--- src/rtl/i2c_seq_pkg.sv ---
// Shared types and constants for the I2C write sequencer: FSM state encoding,
// FINISH hold length and the address-byte build rule.
package i2c_seq_pkg;

    typedef enum logic [2:0] {
        IDLE,
        START,
        ADDR_TX,
        ADDR_HOLD,
        DATA_TX,
        DATA_HOLD,
        STOP,
        FINISH
    } seq_state_t;

    localparam int unsigned FINISH_HOLD = 20;

    // First byte on the bus: 7-bit slave address followed by the R/W bit (0 = write).
    function automatic logic [7:0] addr_byte(input logic [6:0] addr);
        return {addr, 1'b0};
    endfunction

endpackage

--- src/rtl/i2c_write_seq_if.sv ---
// Command and write-data handshake bundle between a host and the I2C write sequencer.
interface i2c_write_seq_if;

    logic       cmd_valid;
    logic       cmd_ready;
    logic [6:0] cmd_addr;
    logic [3:0] cmd_len;
    logic [7:0] wr_data;
    logic       wr_valid;
    logic       wr_ready;

    modport master (
        output cmd_valid, cmd_addr, cmd_len, wr_data, wr_valid,
        input  cmd_ready, wr_ready
    );

    modport slave (
        input  cmd_valid, cmd_addr, cmd_len, wr_data, wr_valid,
        output cmd_ready, wr_ready
    );

endinterface

--- src/rtl/i2c_seq_fifo.sv ---
// Synchronous 8-bit FIFO with first-word fall-through read data and an occupancy count.
module i2c_seq_fifo #(
    parameter int unsigned DEPTH = 8
) (
    input  logic                     clk,
    input  logic                     reset,
    input  logic                     push,
    input  logic [7:0]               wr_data,
    input  logic                     pop,
    output logic [7:0]               rd_data,
    output logic                     full,
    output logic                     empty,
    output logic [$clog2(DEPTH):0]   count
);

    localparam int unsigned AW = $clog2(DEPTH);
    localparam int unsigned CW = AW + 1;

    logic [7:0]    mem [DEPTH];
    logic [AW-1:0] wr_ptr;
    logic [AW-1:0] rd_ptr;
    logic          do_push;
    logic          do_pop;

    assign full    = (count == CW'(DEPTH));
    assign empty   = (count == '0);
    assign do_push = push && !full;
    assign do_pop  = pop && !empty;
    assign rd_data = mem[rd_ptr];

    // NOTE: storage is not reset; the pointers and count alone say which entries are valid.
    always_ff @(posedge clk) begin
        if (do_push) begin
            mem[wr_ptr] <= wr_data;
        end
    end

    // NOTE: sequential state uses non-blocking assignments so every register samples pre-edge values.
    always_ff @(posedge clk) begin
        if (!reset) begin
            wr_ptr <= '0;
            rd_ptr <= '0;
            count  <= '0;
        end else begin
            if (do_push) wr_ptr <= wr_ptr + 1'b1;
            if (do_pop)  rd_ptr <= rd_ptr + 1'b1;
            case ({do_push, do_pop})
                2'b10:   count <= count + 1'b1;
                2'b01:   count <= count - 1'b1;
                default: count <= count;
            endcase
        end
    end

endmodule

--- src/rtl/i2c_write_seq.sv ---
// Drives an I2C_Master through START, address byte, FIFO data bytes, STOP and a FINISH hold.
// Define I2C_WRITE_SEQ_TIMEOUT_EN to add a per-byte watchdog that aborts to STOP and flags err.
module i2c_write_seq
    import i2c_seq_pkg::*;
#(
    parameter int unsigned FIFO_DEPTH  = 8,
    parameter int unsigned TIMEOUT_CYC = 200000
) (
    input  logic           clk,
    input  logic           reset,
    i2c_write_seq_if.slave bus,
    output logic           I2C_En,
    output logic           I2C_Start,
    output logic           I2C_Stop,
    output logic [7:0]     tx_data,
    input  logic           ready,
    input  logic           tx_done,
    output logic           busy,
    output logic           done,
    output logic           err
);

    localparam int unsigned CW = $clog2(FIFO_DEPTH) + 1;

    if (FIFO_DEPTH < 2 || FIFO_DEPTH > 16 || (FIFO_DEPTH & (FIFO_DEPTH - 1)) != 0 ||
        TIMEOUT_CYC == 0) begin : g_bad_param
        $error("i2c_write_seq: FIFO_DEPTH must be a power of two in 2..16, TIMEOUT_CYC nonzero");
    end

    seq_state_t    state, state_nxt;
    logic [3:0]    byte_cnt, byte_cnt_nxt;
    logic [4:0]    fin_cnt, fin_cnt_nxt;
    logic [7:0]    tx_data_nxt;
    logic          done_nxt, err_nxt;
    logic          pop;
    logic [7:0]    fifo_rd;
    logic          fifo_full, fifo_empty;
    logic [CW-1:0] fifo_count;
    logic          len_bad, cmd_rdy, accept, in_tx;
    logic          tmo_hit, timed_out;

    i2c_seq_fifo #(.DEPTH(FIFO_DEPTH)) u_fifo (
        .clk     (clk),
        .reset   (reset),
        .push    (bus.wr_valid),
        .wr_data (bus.wr_data),
        .pop     (pop),
        .rd_data (fifo_rd),
        .full    (fifo_full),
        .empty   (fifo_empty),
        .count   (fifo_count)
    );

    // Illegal lengths are still accepted so the host always gets an answer (an err pulse).
    assign len_bad       = (bus.cmd_len == 4'd0) || (32'(bus.cmd_len) > FIFO_DEPTH);
    assign cmd_rdy       = reset && (state == IDLE) && (len_bad || (5'(fifo_count) >= 5'(bus.cmd_len)));
    assign accept        = bus.cmd_valid && cmd_rdy;
    assign bus.cmd_ready = cmd_rdy;
    assign bus.wr_ready  = !fifo_full;

    assign in_tx     = (state == ADDR_TX) || (state == DATA_TX);
    assign busy      = (state != IDLE);
    assign I2C_En    = (state != IDLE);
    assign I2C_Start = (state == START);
    assign I2C_Stop  = (state == STOP);

`ifdef I2C_WRITE_SEQ_TIMEOUT_EN
    logic [31:0] tmo_cnt;

    assign tmo_hit = (tmo_cnt == TIMEOUT_CYC);

    always_ff @(posedge clk) begin
        if (!reset) begin
            tmo_cnt   <= '0;
            timed_out <= 1'b0;
        end else begin
            if ((state_nxt == ADDR_TX || state_nxt == DATA_TX) && state_nxt != state) begin
                tmo_cnt <= '0;
            end else if (in_tx) begin
                tmo_cnt <= tmo_cnt + 32'd1;
            end
            if (state == IDLE) begin
                timed_out <= 1'b0;
            end else if (in_tx && !tx_done && tmo_hit) begin
                timed_out <= 1'b1;
            end
        end
    end
`else
    assign tmo_hit   = 1'b0;
    assign timed_out = 1'b0;
`endif

    always_ff @(posedge clk) begin
        if (!reset) begin
            state    <= IDLE;
            byte_cnt <= '0;
            fin_cnt  <= '0;
            tx_data  <= '0;
            done     <= 1'b0;
            err      <= 1'b0;
        end else begin
            state    <= state_nxt;
            byte_cnt <= byte_cnt_nxt;
            fin_cnt  <= fin_cnt_nxt;
            tx_data  <= tx_data_nxt;
            done     <= done_nxt;
            err      <= err_nxt;
        end
    end

    // NOTE: every signal gets a default before the case so no latch is inferred.
    always_comb begin
        state_nxt    = state;
        byte_cnt_nxt = byte_cnt;
        fin_cnt_nxt  = fin_cnt;
        tx_data_nxt  = tx_data;
        done_nxt     = 1'b0;
        err_nxt      = 1'b0;
        pop          = 1'b0;

        unique case (state)
            IDLE: begin
                if (accept) begin
                    if (len_bad) begin
                        err_nxt = 1'b1;
                    end else begin
                        byte_cnt_nxt = bus.cmd_len;
                        tx_data_nxt  = addr_byte(bus.cmd_addr);
                        state_nxt    = START;
                    end
                end
            end
            START: state_nxt = ADDR_TX;
            // tx_done wins over a same-cycle ready; ready is looked at again in *_HOLD.
            ADDR_TX: begin
                if (tx_done)      state_nxt = ADDR_HOLD;
                else if (tmo_hit) state_nxt = STOP;
            end
            DATA_TX: begin
                if (tx_done)      state_nxt = DATA_HOLD;
                else if (tmo_hit) state_nxt = STOP;
            end
            ADDR_HOLD, DATA_HOLD: begin
                if (ready) begin
                    if (byte_cnt != 4'd0) begin
                        pop          = 1'b1;
                        tx_data_nxt  = fifo_rd;
                        byte_cnt_nxt = byte_cnt - 1'b1;
                        state_nxt    = DATA_TX;
                    end else begin
                        state_nxt = STOP;
                    end
                end
            end
            STOP: begin
                fin_cnt_nxt = '0;
                state_nxt   = FINISH;
            end
            FINISH: begin
                if (fin_cnt == 5'(FINISH_HOLD - 1)) begin
                    state_nxt = IDLE;
                    done_nxt  = !timed_out;
                    err_nxt   = timed_out;
                end else begin
                    fin_cnt_nxt = fin_cnt + 1'b1;
                end
            end
            default: state_nxt = IDLE;
        endcase

        // After a watchdog abort, drain the unsent bytes of this command one per cycle.
        if (timed_out && (state == STOP || state == FINISH) && byte_cnt != 4'd0) begin
            pop          = 1'b1;
            byte_cnt_nxt = byte_cnt - 1'b1;
        end
    end

endmodule
--- src/flat_wrapper.sv ---
// flat-port wrapper written by rule: the top's interface ports become plain ports
module i2c_write_seq_flat import i2c_seq_pkg::*;
#(
    parameter int unsigned FIFO_DEPTH  = 8,
    parameter int unsigned TIMEOUT_CYC = 200000
)
  (clk, reset, I2C_En, I2C_Start, I2C_Stop, tx_data, ready, tx_done, busy, done, err, bus_cmd_valid, bus_cmd_addr, bus_cmd_len, bus_wr_data, bus_wr_valid, bus_cmd_ready, bus_wr_ready);
  i2c_write_seq_if bus_i ();
  input  logic clk;
  input  logic reset;
  output logic I2C_En;
  output logic I2C_Start;
  output logic I2C_Stop;
  output logic [7:0] tx_data;
  input  logic ready;
  input  logic tx_done;
  output logic busy;
  output logic done;
  output logic err;
  input wire logic [$bits(bus_i.cmd_valid)-1:0] bus_cmd_valid;
  input wire logic [$bits(bus_i.cmd_addr)-1:0] bus_cmd_addr;
  input wire logic [$bits(bus_i.cmd_len)-1:0] bus_cmd_len;
  input wire logic [$bits(bus_i.wr_data)-1:0] bus_wr_data;
  input wire logic [$bits(bus_i.wr_valid)-1:0] bus_wr_valid;
  output wire logic [$bits(bus_i.cmd_ready)-1:0] bus_cmd_ready;
  output wire logic [$bits(bus_i.wr_ready)-1:0] bus_wr_ready;
  assign bus_i.cmd_valid = bus_cmd_valid;
  assign bus_i.cmd_addr = bus_cmd_addr;
  assign bus_i.cmd_len = bus_cmd_len;
  assign bus_i.wr_data = bus_wr_data;
  assign bus_i.wr_valid = bus_wr_valid;
  assign bus_cmd_ready = bus_i.cmd_ready;
  assign bus_wr_ready = bus_i.wr_ready;
  i2c_write_seq #(.FIFO_DEPTH(FIFO_DEPTH), .TIMEOUT_CYC(TIMEOUT_CYC)) u_core (.clk(clk), .reset(reset), .bus(bus_i), .I2C_En(I2C_En), .I2C_Start(I2C_Start), .I2C_Stop(I2C_Stop), .tx_data(tx_data), .ready(ready), .tx_done(tx_done), .busy(busy), .done(done), .err(err));
endmodule
--- config.mk ---
export PLATFORM = sky130hd
export DESIGN_NAME = i2c_write_seq_flat
export DESIGN_NICKNAME = d
export VERILOG_FILES = /design/src/rtl/i2c_seq_pkg.sv /design/src/rtl/i2c_write_seq_if.sv /design/src/rtl/i2c_seq_fifo.sv /design/src/rtl/i2c_write_seq.sv /design/src/flat_wrapper.sv
export SDC_FILE = /design/constraint.sdc
export NUM_CORES = 1
export LEC_CHECK = 0
export BUFFER_PORTS_ARGS = -buffer_cell sky130_fd_sc_hd__buf_4
export CAP_MARGIN = 0
export CORE_UTILIZATION = 50
export CTS_BUF_LIST = sky130_fd_sc_hd__clkbuf_16
export DETAILED_ROUTE_END_ITERATION = 8
export PLACE_DENSITY = 0.69
export SLEW_MARGIN = 20
export SYNTH_ARGS = -nofsm -noshare
export SYNTH_HDL_FRONTEND = slang
export SYNTH_SLANG_ARGS = --single-unit
export TNS_END_PERCENT = 50
--- constraint.sdc ---
create_clock -name clk -period 8.6 [get_ports clk]
set_input_delay 1.72 -clock clk [delete_from_list [all_inputs] [get_ports clk]]
set_output_delay 1.72 -clock clk [all_outputs]
set_load 0.03 [all_outputs]
==> out/qor.csv, run 1 <==
metric;value;unit
Root Driver;clkbuf_16;
Chip Width;95.6;um
largest net degree at the start of global routing;31;
vias in the first global route;2553;
number of synthesized flops with an enable pin;64;
DRT Pass-1 Iters;4;
Setup Buffers After CTS;0;
worst path cell trace;buf_4 -> ha_1 -> nand2b_1 -> a2111o_1 -> nand2_1 -> a211oi_1 -> buf_4;
CP Launch Type;primary input;
H-tree Lvls;3;
status;finished, final reports clean;
routed vias;2673;
Hold Crit Class;reg2reg;
Leakage;1.88;nW
Crit-path slowest cell;a2111o_1;
worst setup path endpoint;bus_cmd_ready;
Starting Density;52.5;%
share of post-route cells with drive strength above 1;22.8;%
clk buf depth;2;
io pins;41;
worst skew pair latency;0.35;ns
Synth Area in Simple Gates;12.1;%
gpl congestion;0.805;
clk sink count;99;
# rows;33;
Die Y;95.6;um
syn nets;357;
critical path launch point;bus_cmd_len[0];
fin crit share;55.2;%
global-route wire length before repair;13100;um
area delta synth->final;15.3;%
CP most frequent cell;buf_4;
Hold Fails Final Rpt;0;
relative slew slack;29.7;%
register area share after synthesis;59.9;%
Crit path arrival time;3.03;ns
Nets;396;
Reg2Reg Setup Slack;5.57;ns
Worst-Margin Slew;1.05;ns
Synth Area in Adders;3.83;%
remaining antenna violation count after routing;0;
RR Endpoint;u_core.u_fifo.count[3]$_SDFFE_PN0P_;
Crit Path Max Fanout;4;
Slew Limit Fails;0;
Max Cap Viol;0;
die area;9140;sq um
Mean Syn Cell Area;13.7;sq um
Setup Skew;0.00984;ns
worst r2r path cells;10;
maximum clock frequency;211;MHz
Avg WL per Cell;17.5;um
Hold WS;0.467;ns
multiplexer share of the synthesized area;11.4;%
initial antenna violation count;0;
Core Area;8340;sq um
RSZ-0062 raised after global routing;no;
Worst-path clk slew;0.07;ns
largest family of logic cells by synthesized area;simple AND/OR/NAND/NOR gates;
routed wire length;8210;um
CP max stage delay;0.44;ns
final setup vio count;0;
CTS resizes;0;
HPWL after DPL;5510;um
DRC violations left;0;
XOR/XNOR Fraction of Synth Area;2.74;%
FF+latch count, synth;99;
Peak supply drop;0.141;mV
worst r2r src;u_core.state[1]$_SDFFE_PN0P_;
Starting DRT DRC Count;88;
Vias/cell;5.70;
Fillers;664;
Worst Path Required;6.88;ns
gr usage total;19.9;%
Synth Area in Compound Gates;6.45;%
ant diodes;0;
critical path type;in2out;
cell count after synthesis;320;
Most used DFF post-synth;edfxtp_1;
TritonCTS Buffers;9;
cell area power density;195;nW/um^2
synth warn;0;
CTS Hold Buffers Added;0;
Power Total;0.983;mW
Setup TNS;0;ns
port buffer count;40;
Worst Setup End Kind;output pin;
CTS tree;built;
grt total ovfl;0;
Yosys cell types;53;
Syn Std Cell Area;4380;sq um
asr flop ratio synth;0;%
final worst path period need;4.75;ns
==> sequential cells by signal (all words and copies together), names as in the netlist, named ones only <==
name,flops
u_core.state,3
u_core.u_fifo.rd_ptr,3
u_core.byte_cnt,4
u_core.tx_data,8
u_core.fin_cnt,5
u_core.err,1
u_core.u_fifo.mem,64
u_core.u_fifo.count,4
u_core.u_fifo.wr_ptr,3
u_core.done,1
==> worst max-delay path, delay by kind of cell <==
family,cells,cell delay (ns)
buf+inv,2,0.32
fa+ha+maj,1,0.28
compound gates,2,0.50
simple gates,2,0.21
==> cell usage after synthesis (4+ instances only) <==
| library cell | count | area share, % |
|---|---|---|
| buf_6 | 6 | 1.5 |
| buf_2 | 4 | 0.46 |
| nand3_1 | 10 | 1.1 |
| dfxtp_1 | 35 | 16 |
| mux4_1 | 5 | 3.0 |
| edfxtp_1 | 64 | 44 |
| clkbuf_1 | 5 | 0.43 |
| o211ai_1 | 4 | 0.69 |
| xnor2_1 | 5 | 1.0 |
| nor3_1 | 7 | 0.80 |
| xor2_1 | 5 | 1.0 |
| or3_1 | 8 | 1.1 |
| and2_1 | 4 | 0.57 |
| o22ai_1 | 10 | 1.4 |
| nand2_1 | 21 | 1.8 |
| ha_1 | 11 | 3.1 |
| mux2i_1 | 11 | 2.5 |
| a21oi_1 | 4 | 0.46 |
| nor3b_1 | 4 | 0.69 |
| mux4_2 | 11 | 5.7 |
| nor2_1 | 22 | 1.9 |
| inv_1 | 10 | 0.86 |
| o21ai_0 | 10 | 1.1 |
==> per-layer routing <==
metal	wire, um	global-route usage (%)
met5	0	0
met3	336	5.98
met2	4080	33.0
met1	3730	25.6
met4	55	4.85
==> kinds of logic (layout without fill, tap and decap cells) <==
group,after synthesis,in the layout
buffers and inverters,27,71
AOI/OAI and AO/OA,42,42
DFF,99,99
xor gates and xnor gates,12,12
and+or+nand+nor,99,99
adders and majority gates,13,13
muxes,28,28
==> worst min path at each step <==
stage / startpoint / end / slack (ns) / cells past startpoint
2_1_floorplan: u_core.byte_cnt[1]$_SDFFE_PN0P_ / u_core.byte_cnt[1]$_SDFFE_PN0P_ / 0.45 / 2
3_3_place_gp: u_core.tx_data[4]$_SDFFE_PN0P_ / u_core.tx_data[4]$_SDFFE_PN0P_ / 0.45 / 2
3_5_place_dp: u_core.tx_data[0]$_SDFFE_PN0P_ / u_core.tx_data[0]$_SDFFE_PN0P_ / 0.46 / 2
4_1_cts: u_core.tx_data[1]$_SDFFE_PN0P_ / u_core.tx_data[1]$_SDFFE_PN0P_ / 0.47 / 2
5_1_grt: u_core.tx_data[0]$_SDFFE_PN0P_ / u_core.tx_data[0]$_SDFFE_PN0P_ / 0.50 / 2
6_report: u_core.tx_data[5]$_SDFFE_PN0P_ / u_core.tx_data[5]$_SDFFE_PN0P_ / 0.47 / 2
==> per-stage QoR <==
stage / util [%] / instance area [sq um] / instances / worst slack (ns)
final: 60.6 / 5050 / 469 / 3.85
after detailed placement: 56.8 / 4740 / 453 / 3.85
after global routing: 60.6 / 5050 / 469 / 3.79
after floorplan: - / 4380 / 320 / 3.84
after CTS: 60.6 / 5050 / 469 / 3.84
after global placement: 56.8 / 4740 / 453 / 3.85
==> layout by cell type (no fill, tap or decap), types with 4 or more instances in the layout <==
cell and instances:
nor2_1 22, and2_1 4, nand2_1 21, o21ai_0 10
clkbuf_16 9, mux2i_1 11, or3_1 8, edfxtp_1 64
nand3_1 10, buf_4 45, xnor2_1 5, o22ai_1 10
dfxtp_1 35, mux4_2 11, inv_1 10, nor3_1 7
o211ai_1 4, xor2_1 5, mux4_1 5, ha_1 11
a21oi_1 4
==> cell type report <==
class | count | area (sq um) | area share, %
timing repair buffer | 45 | 338 | 6.69
clock buffer | 9 | 225 | 4.46
sequential | 99 | 2620 | 51.9
inverter | 10 | 37.5 | 0.743
multi-input combinational | 194 | 1610 | 31.9
tap | 105 | 131 | 2.60
clock inverter | 7 | 86.3 | 1.71
==> power by group <==
part | internal (mW) | switching [mW]
clock | 0.208 | 0.195
sequential | 0.515 | 0.00645
combinational | 0.0264 | 0.0320
Power figures use the tool's default switching activity.
==> run 2, diff against run 1 <==
==> constraint.sdc (replaced) <==
create_clock -name clk -period 4.75 [get_ports clk]
set_input_delay 0.95 -clock clk [delete_from_list [all_inputs] [get_ports clk]]
set_output_delay 0.95 -clock clk [all_outputs]
set_load 0.03 [all_outputs]
==> run 2 against run 1 <==
  * Clock skew rose by 0.0022 ns
  * Register-to-register slack got worse by 3.8 ns
  * Largest cell class unchanged
  * Worst hold slack got worse by 0.011 ns
  * Routed wire length rose by 1.8%
  * Flip-flop and latch count did not move
  * Utilization rose by 0.12 points
  * Combinational power rose by 84%
  * Non-clock buffer count rose by 2
==> out/qor.csv, run 2 (same netlist as run 1, synthesis figures left out) <==
metric;value;unit;change
largest net degree at the start of global routing;31;;unchanged
Reg2Reg Setup Slack;1.75;ns;-3.82 ns
CP most frequent cell;buf_4;;
critical path type;in2out;;
Top reg by flops;u_core.u_fifo.mem;;
port buffer count;40;;unchanged
Critical path buffers and inverters;2;;unchanged
Die Y;95.6;um;unchanged
CTS tree;built;;
Starting Density;52.5;%;unchanged
Crit-path slowest cell;a2111o_1;;
routed vias;2714;;+1.5%
# rows;33;;unchanged
critical path launch point;bus_cmd_len[0];;
worst r2r src;u_core.state[1]$_SDFFE_PN0P_;;
vias in the first global route;2544;;-0.35%
initial antenna violation count;0;;unchanged
CP Launch Type;primary input;;
Multi-input gate area;1610;sq um;-0.31%
RSZ-0062 raised after global routing;no;;
Power Total;1.78;mW;+81%
final setup vio count;0;;unchanged
clk buf depth;2;;unchanged
Leakage;1.89;nW;+0.50%
Root Driver;clkbuf_16;;
Nets;398;;+0.51%
Worst-Margin Slew;1.01;ns;-0.0420 ns
Chip Width;95.6;um;unchanged
die area;9140;sq um;unchanged
Setup Buffers After CTS;0;;unchanged
area delta synth->final;15.5;%;
global-route wire length before repair;13000;um;-0.79%
Crit Path Max Fanout;4;;unchanged
RR Endpoint;u_core.u_fifo.count[3]$_SDFFE_PN0P_;;
Fillers;645;;-2.9%
final worst path period need;3.22;ns;
CTS resizes;0;;unchanged
Avg WL per Cell;17.7;um;+1.3%
most common cell after layout, fill and taps aside;edfxtp_1;;
Slew Limit Fails;0;;unchanged
worst skew pair latency;0.34;ns;about the same
Setup Skew;0.0121;ns;+0.00223 ns
Worst Setup End Kind;output pin;;
io pins;41;;unchanged
Crit path arrival time;2.27;ns;-0.76 ns
gr usage total;19.7;%;-0.20 points
grt total ovfl;0;;unchanged
top flop regs;u_core.u_fifo.mem (64), u_core.tx_data (8), u_core.fin_cnt (5);;
share of post-route cells with drive strength above 1;23.0;%;+0.15 points
Starting DRT DRC Count;116;;+32%
CP max stage delay;0.45;ns;about the same
H-tree Lvls;3;;unchanged
Setup TNS;0;ns;unchanged
DRT Pass-1 Iters;4;;unchanged
gpl congestion;0.771;;-4.2%
Hold Fails Final Rpt;0;;unchanged
ant diodes;0;;unchanged
worst r2r path cells;10;;unchanged
Top delay family on crit path;compound AO/OA/AOI/OAI gates;;
worst path cell trace;buf_4 -> ha_1 -> nand2b_1 -> a2111o_1 -> nand2_1 -> a211oi_1 -> buf_4;;
HPWL after DPL;5540;um;+0.71%
leading cell types in the layout, fill and taps excluded;edfxtp_1 (64), buf_4 (47), dfxtp_1 (35), nor2_1 (22), nand2_1 (21);;
HP Start;u_core.tx_data[6]$_SDFFE_PN0P_;;
Worst Path Required;3.80;ns;-3.08 ns
cell area power density;351;nW/um^2;+80%
Worst-path clk slew;0.07;ns;about the same
Hold Crit Class;reg2reg;;
CTS Hold Buffers Added;0;;unchanged
remaining antenna violation count after routing;0;;unchanged
Peak supply drop;0.213;mV;+51%
Hold WS;0.456;ns;-0.0107 ns
routed wire length;8350;um;+1.8%
status;finished, final reports clean;;
DRC violations left;0;;unchanged
Vias/cell;5.76;;+1.1%
clk sink count;99;;unchanged
TritonCTS Buffers;9;;unchanged
Max Cap Viol;0;;unchanged
Core Area;8340;sq um;unchanged
max FFs per register;64;;unchanged
register area;2620;sq um;unchanged
worst setup path endpoint;bus_cmd_ready;;
maximum clock frequency;310;MHz;
fin crit share;67.8;%;
CP Depth;7;;unchanged
relative slew slack;32.5;%;+2.8 points
==> run 2: cell count changes in the layout (fill, tap and decap cells not counted), sizes merged <==
cell / previous run / this run
buf: 45 / 47
==> run 2: area by class of cell <==
cell class	count	area share, %
multi-input cells	194	31.7
clock inverters	7	1.71
clock buffers	9	4.45
inverters	10	0.742
repair buffers	47	6.97
well taps	105	2.60
flip-flops and latches	99	51.8
==> run 2: worst min-delay path by stage <==
stage / end / slack (ns) / depth (start not counted)
floorplan: u_core.byte_cnt[1]$_SDFFE_PN0P_ / 0.45 / 2
global placement: u_core.tx_data[1]$_SDFFE_PN0P_ / 0.45 / 2
detailed placement: u_core.tx_data[6]$_SDFFE_PN0P_ / 0.45 / 2
CTS: u_core.tx_data[6]$_SDFFE_PN0P_ / 0.46 / 2
global route: u_core.tx_data[2]$_SDFFE_PN0P_ / 0.49 / 2
finish: u_core.tx_data[6]$_SDFFE_PN0P_ / 0.46 / 2
==> run 2: worst min-delay path, cell delays in order, from the launching register on <==
cell,delay [ns]
dfxtp_1,0.31
nand2_1,0.05
mux2i_1,0.05
==> run 2: routing by layer <==
layer	wire [um]	global-route usage, %	part of all wire, %	vias up
li1	-	-	-	1301
met1	3780	25.9	45	1348
met2	4220	33.0	50	63
met4	40	5.22	0.48	0
met5	0	0	0	-
met3	316	4.31	3.8	2
==> run 2: per-stage QoR <==
stage	instances	util [%]	setup slack, ns	cell area [sq um]
3_5_place_dp	455	56.9	1.53	4750
6_report	471	60.7	1.53	5060
4_1_cts	471	60.7	1.52	5060
5_1_grt	471	60.7	1.44	5060
2_1_floorplan	320	-	1.53	4380
3_3_place_gp	455	56.9	1.56	4750
==> run 2: power breakdown <==
part           total (mW)  internal [mW]  switching [mW]
sequential          0.945          0.933          0.0120
clock               0.725          0.377           0.348
combinational       0.107         0.0483          0.0585
